===== src/rtl/meas_div_sched.sv =====
// meas_div_sched: time-shares one 32-bit restoring divider between the frequency job and the
// two-step duty-cycle chain, delivering registered freq/duty with one-cycle valid strobes.
module meas_div_sched #(
   parameter logic [31:0] CLK_HZ     = 32'd100_000_000,
   parameter logic [31:0] DUTY_SCALE = 32'd100
) (
   input  logic        clk_100M,
   input  logic        rst,
   input  logic        period_valid,
   input  logic [31:0] period_cnt,
   input  logic        window_valid,
   input  logic [31:0] high_cnt,
   input  logic [31:0] total_cnt,
   output logic [27:0] freq,
   output logic [6:0]  duty,
   output logic        freq_valid,
   output logic        duty_valid,
   output logic        busy
);
   typedef enum logic [1:0] {IDLE, LOAD, ITER, STORE} state_t;
   typedef enum logic [1:0] {JOB_F, JOB_D1, JOB_D2} job_t;
   state_t      state_q, state_d;
   job_t        job_q, job_d;
   logic [31:0] p_op_q, p_op_d, h_op_q, h_op_d, t_op_q, t_op_d;
   logic [31:0] h_snap_q, h_snap_d, q1_q, q1_d;
   logic [31:0] dvd_q, dvd_d, dvs_q, dvs_d, rem_q, rem_d;
   logic [4:0]  iter_q, iter_d;
   logic        f_pend_q, f_pend_d, d_pend_q, d_pend_d;
   logic [27:0] freq_q, freq_d;
   logic [6:0]  duty_q, duty_d;
   logic        fv_q, fv_d, dv_q, dv_d;
   logic        req_f, req_d, sched, launch_f, launch_d;
   logic [31:0] ld_dvd, ld_dvs;
   logic [32:0] rem_sh, trial;
   assign req_f    = f_pend_q | period_valid;
   assign req_d    = d_pend_q | window_valid;
   // A finishing F or D2 job hands over directly to the next launch; D1 always chains into D2.
   assign sched    = (state_q == IDLE) || (state_q == STORE && job_q != JOB_D1);
   assign launch_f = sched & req_f;
   assign launch_d = sched & ~req_f & req_d;
   assign ld_dvd   = job_q == JOB_F ? CLK_HZ : job_q == JOB_D1 ? t_op_q : h_snap_q;
   assign ld_dvs   = job_q == JOB_F ? p_op_q : job_q == JOB_D1 ? DUTY_SCALE : q1_q;
   // The quotient shifts into the dividend register as its bits are consumed.
   assign rem_sh   = {rem_q, dvd_q[31]};
   assign trial    = rem_sh - {1'b0, dvs_q};
   assign freq       = freq_q;
   assign duty       = duty_q;
   assign freq_valid = fv_q;
   assign duty_valid = dv_q;
   assign busy       = state_q != IDLE;
   always_comb begin
      state_d  = state_q;
      job_d    = job_q;
      p_op_d   = period_valid ? period_cnt : p_op_q;
      h_op_d   = window_valid ? high_cnt : h_op_q;
      t_op_d   = window_valid ? total_cnt : t_op_q;
      f_pend_d = req_f & ~launch_f;
      d_pend_d = req_d & ~launch_d;
      h_snap_d = h_snap_q;
      q1_d     = q1_q;
      dvd_d    = dvd_q;
      dvs_d    = dvs_q;
      rem_d    = rem_q;
      iter_d   = iter_q;
      freq_d   = freq_q;
      duty_d   = duty_q;
      fv_d     = 1'b0;
      dv_d     = 1'b0;
      case (state_q)
         IDLE: begin
            state_d = (launch_f | launch_d) ? LOAD : IDLE;
            job_d   = launch_f ? JOB_F : JOB_D1;
         end
         LOAD: begin
            dvs_d   = ld_dvs;
            dvd_d   = ld_dvs == '0 ? '0 : ld_dvd;
            rem_d   = '0;
            iter_d  = 5'd31;
            h_snap_d = job_q == JOB_D1 ? h_op_q : h_snap_q;
            state_d = ld_dvs == '0 ? STORE : ITER;
         end
         ITER: begin
            rem_d   = trial[32] ? rem_sh[31:0] : trial[31:0];
            dvd_d   = {dvd_q[30:0], ~trial[32]};
            iter_d  = iter_q - 5'd1;
            state_d = iter_q == '0 ? STORE : ITER;
         end
         STORE: begin
            freq_d = job_q == JOB_F ? (|dvd_q[31:28] ? '1 : dvd_q[27:0]) : freq_q;
            fv_d   = job_q == JOB_F;
            duty_d = job_q == JOB_D2 ? (dvd_q > 32'd100 ? 7'd100 : dvd_q[6:0]) : duty_q;
            dv_d   = job_q == JOB_D2;
            if (job_q == JOB_D1) begin
               q1_d    = dvd_q;
               job_d   = JOB_D2;
               state_d = LOAD;
            end else begin
               job_d   = launch_f ? JOB_F : JOB_D1;
               state_d = (launch_f | launch_d) ? LOAD : IDLE;
            end
         end
         default: state_d = IDLE;
      endcase
   end
   always_ff @(posedge clk_100M) begin
      if (!rst) begin
         state_q  <= IDLE;
         job_q    <= JOB_F;
         p_op_q   <= '0;
         h_op_q   <= '0;
         t_op_q   <= '0;
         f_pend_q <= 1'b0;
         d_pend_q <= 1'b0;
         h_snap_q <= '0;
         q1_q     <= '0;
         dvd_q    <= '0;
         dvs_q    <= '0;
         rem_q    <= '0;
         iter_q   <= '0;
         freq_q   <= '0;
         duty_q   <= '0;
         fv_q     <= 1'b0;
         dv_q     <= 1'b0;
      end else begin
         state_q  <= state_d;
         job_q    <= job_d;
         p_op_q   <= p_op_d;
         h_op_q   <= h_op_d;
         t_op_q   <= t_op_d;
         f_pend_q <= f_pend_d;
         d_pend_q <= d_pend_d;
         h_snap_q <= h_snap_d;
         q1_q     <= q1_d;
         dvd_q    <= dvd_d;
         dvs_q    <= dvs_d;
         rem_q    <= rem_d;
         iter_q   <= iter_d;
         freq_q   <= freq_d;
         duty_q   <= duty_d;
         fv_q     <= fv_d;
         dv_q     <= dv_d;
      end
   end
endmodule


===== config.mk =====
export PLATFORM = sky130hd
export DESIGN_NAME = meas_div_sched
export DESIGN_NICKNAME = d
export VERILOG_FILES = /design/src/rtl/meas_div_sched.sv
export SDC_FILE = /design/constraint.sdc
export NUM_CORES = 1
export LEC_CHECK = 0
export CAP_MARGIN = 15
export CORE_MARGIN = 2
export CORE_UTILIZATION = 42
export CTS_CLUSTER_SIZE = 40
export DETAILED_ROUTE_END_ITERATION = 12
export PLACE_DENSITY = 0.69
export SLEW_MARGIN = 20
export SYNTH_ARGS = -nofsm -noshare
export SYNTH_HDL_FRONTEND = slang
export SYNTH_SLANG_ARGS = --single-unit

===== constraint.sdc =====
create_clock -name clk_100M -period 8.6 [get_ports clk_100M]
set_clock_uncertainty 0.15 [all_clocks]
set_input_delay 2.15 -clock clk_100M [delete_from_list [all_inputs] [get_ports clk_100M]]
set_output_delay 2.15 -clock clk_100M [all_outputs]
set_load 0.02 [all_outputs]

==> results.cfg <==
[run_status]
status = finished, final reports clean

[timing]
hold_violations = 0
fin_hold_ws_ns = 0.314
fin_tns_setup_ns = 0
worst_pin_slew_ns = 1.09
fin_crit_sh_pct = 50.2
drv_slew = 0
finalCriticalPeriod_ns = 4.32
setup_viol = 0
fin_ws_ns = 4.28
rsz0062_at_grt = false
fmax_mhz = 232
slew_headroom_pct = 27.2

[setup_path]
r2r_start = dvd_q[31]
end_kind = primary output
startpoint = state_q[0]
crit_fanout = 3
rrSetupSlack_ns = 4.61
cp.arrival_ns = 2.02
critPathKind = reg -> out
rr_worst_depth = 13
r2r_end = rem_q[27]
startpoint_type = flop
cp.required_ns = 6.30
critPathCapture = busy

[synthesis]
syn_inst = 1634
yosysSeqAreaShare_pct = 42.4
netlist_area_um2 = 14400
avgSynthCellArea_um2 = 8.79
ys_seq_elements = 304
synth_warnings = 0
yosysTopAreaCell = dfxtp_1
synth_edf_count = 0
synth.most_common_cell = dfxtp_1
synth_top_area_share_pct = 42.4
synth_cell_types = 71
synthTopCellsByCount = dfxtp_1, nand2_1, mux2i_1
synth_flop_cell = dfxtp_1
async_reset_ff_share_pct = 0
synthTopCellsByArea = dfxtp_1, mux2i_1, nand2_1
synth_fp_nets = 1773

[clocking]
cts.sinks = 304
cts_hold_buffers = 0
cts_tree = built
insertion_delay_ns = 0.54
post_cts_buffers = 0
htree_num_levels = 2
clk_pin_slew_ns = 0.06
cts_resized = 0
cts-root-buf = clkbuf_16
cts_buffer_depth = 3
cts_buffers = 34

[global_route]
grt_pass1_vias = 11300
grt-ovfl-total = 0
track_usage_pct = 20.5
antenna_found_initial = 2
grt_max_degree = 161
grt_pass1_wl_um = 60200

[die]
start_util_pct = 42.7
rows = 67
die_area_um2 = 35700
die_h_um = 189
die_w_um = 189
core_area_um2 = 33600
io_pins = 138

[placement]
pre_cts_ws_ns = 3.85
dpl.hpwl_um = 25400
gp_congestion = 0.868
place_area_um2 = 15900
portBuffers = 137

[drt]
ant_nets = 0
via_per_inst = 5.47
drt-total-wl_um = 37500
drc = 0
vias = 11900
drtIter0Drc = 902
wl_per_cell_um = 17.3
first_pass_iters = 5

[finish]
fillCellCount = 3154
final_layout_size_suffix_gt1_share_pct = 6.81
syn2layout_area_growth_pct = 18.9
antenna_cells = 0
design_area_um2 = 17100
nets = 1834

[power_and_ir_drop]
power.density_nw_per_um2 = 289
power.leakage_nw = 6.78
p_total_mw = 4.94
irDropWorstVdd_mv = 0.166

[flow_run]
drv_cap = 0

[worst_hold_path]
hold_path_class = reg -> reg
cell usage in the layout, fill, tap and decap left out, types with 21 or more instances in the layout:
cell	n
a21boi_0	65
a21oi_1	89
a22oi_1	23
clkbuf_16	35
clkdlybuf4s50_1	134
dfxtp_1	302
ha_1	37
inv_1	100
mux2i_1	123
nand2_1	231
nand3_1	21
nor2_1	46
nor2b_1	105
o211a_1	30
o21ai_0	70
o21ai_1	25
o221a_2	28
o311ai_0	33
layout make-up:
cell class                      instances  area (um2)  share of cell area (%)
Clock buffer                           48        1000                    5.89
Clock inverter                         12         160                   0.938
Timing Repair Buffer                  145        1430                    8.35
Tap cell                              448         561                    3.28
Sequential cell                       304        6090                    35.7
Multi-Input combinational cell       1110        7450                    43.7
Inverter                              100         375                    2.20
logic make-up after synthesis:
group / synth area share, %
buffers and inverters: 5.95
adders and majority gates: 3.45
xor gates and xnor gates: 1.59
AOI/OAI and AO/OA: 21.8
DFF: 42.4
and+or+nand+nor: 16.1
muxes: 8.75
state kept, by name, summed over array words and instances (netlist names), 5 cells and up:
register / flops
dvd_q: 32
h_op_q: 32
p_op_q: 32
t_op_q: 32
h_snap_q: 32
freq: 28
q1_q: 32
rem_q: 32
dvs_q: 32
iter_q: 5
duty: 7
report_power, final:
part	switching [mW]	total, mW	internal [mW]
Sequential	0.137	1.70	1.57
Combinational	1.03	1.73	0.703
Clock	0.612	1.50	0.887
Total	1.78	4.94	3.16
stage by stage:
stage / util [%] / std cells
after floorplan: - / 1634
after global placement: 47.2 / 2107
after detailed placement: 47.3 / 2107
after CTS: 50.7 / 2167
after global routing: 50.8 / 2167
final: 50.8 / 2167
how the worst min path moves through the flow:
stage | start | end | slack [ns] | cells after the start
5_1_grt | h_snap_q[4] | h_snap_q[4] | 0.33 | 2
2_1_floorplan | q1_q[2] | q1_q[2] | 0.29 | 2
3_5_place_dp | h_snap_q[25] | h_snap_q[25] | 0.31 | 2
4_1_cts | h_snap_q[25] | h_snap_q[25] | 0.32 | 2
3_3_place_gp | q1_q[6] | q1_q[6] | 0.30 | 2
6_report | h_snap_q[10] | h_snap_q[10] | 0.31 | 2
critical path, stage by stage (launching register included):
cell             delay (ns)
dfxtp_1                0.40
inv_1                  0.11
ha_1                   0.25
inv_1                  0.12
clkdlybuf4s50_1        0.62
routing by layer:
layer  vias to the layer above  wire length, um  global-route usage, %
met5                         -               23                      0
met4                         4              828                   5.65
met3                        65             1710                   3.35
met2                       273            17400                   33.7
met1                      5650            17600                   27.9
li1                       5864                -                      -
No activity file was read; power rests on OpenSTA's default activity.
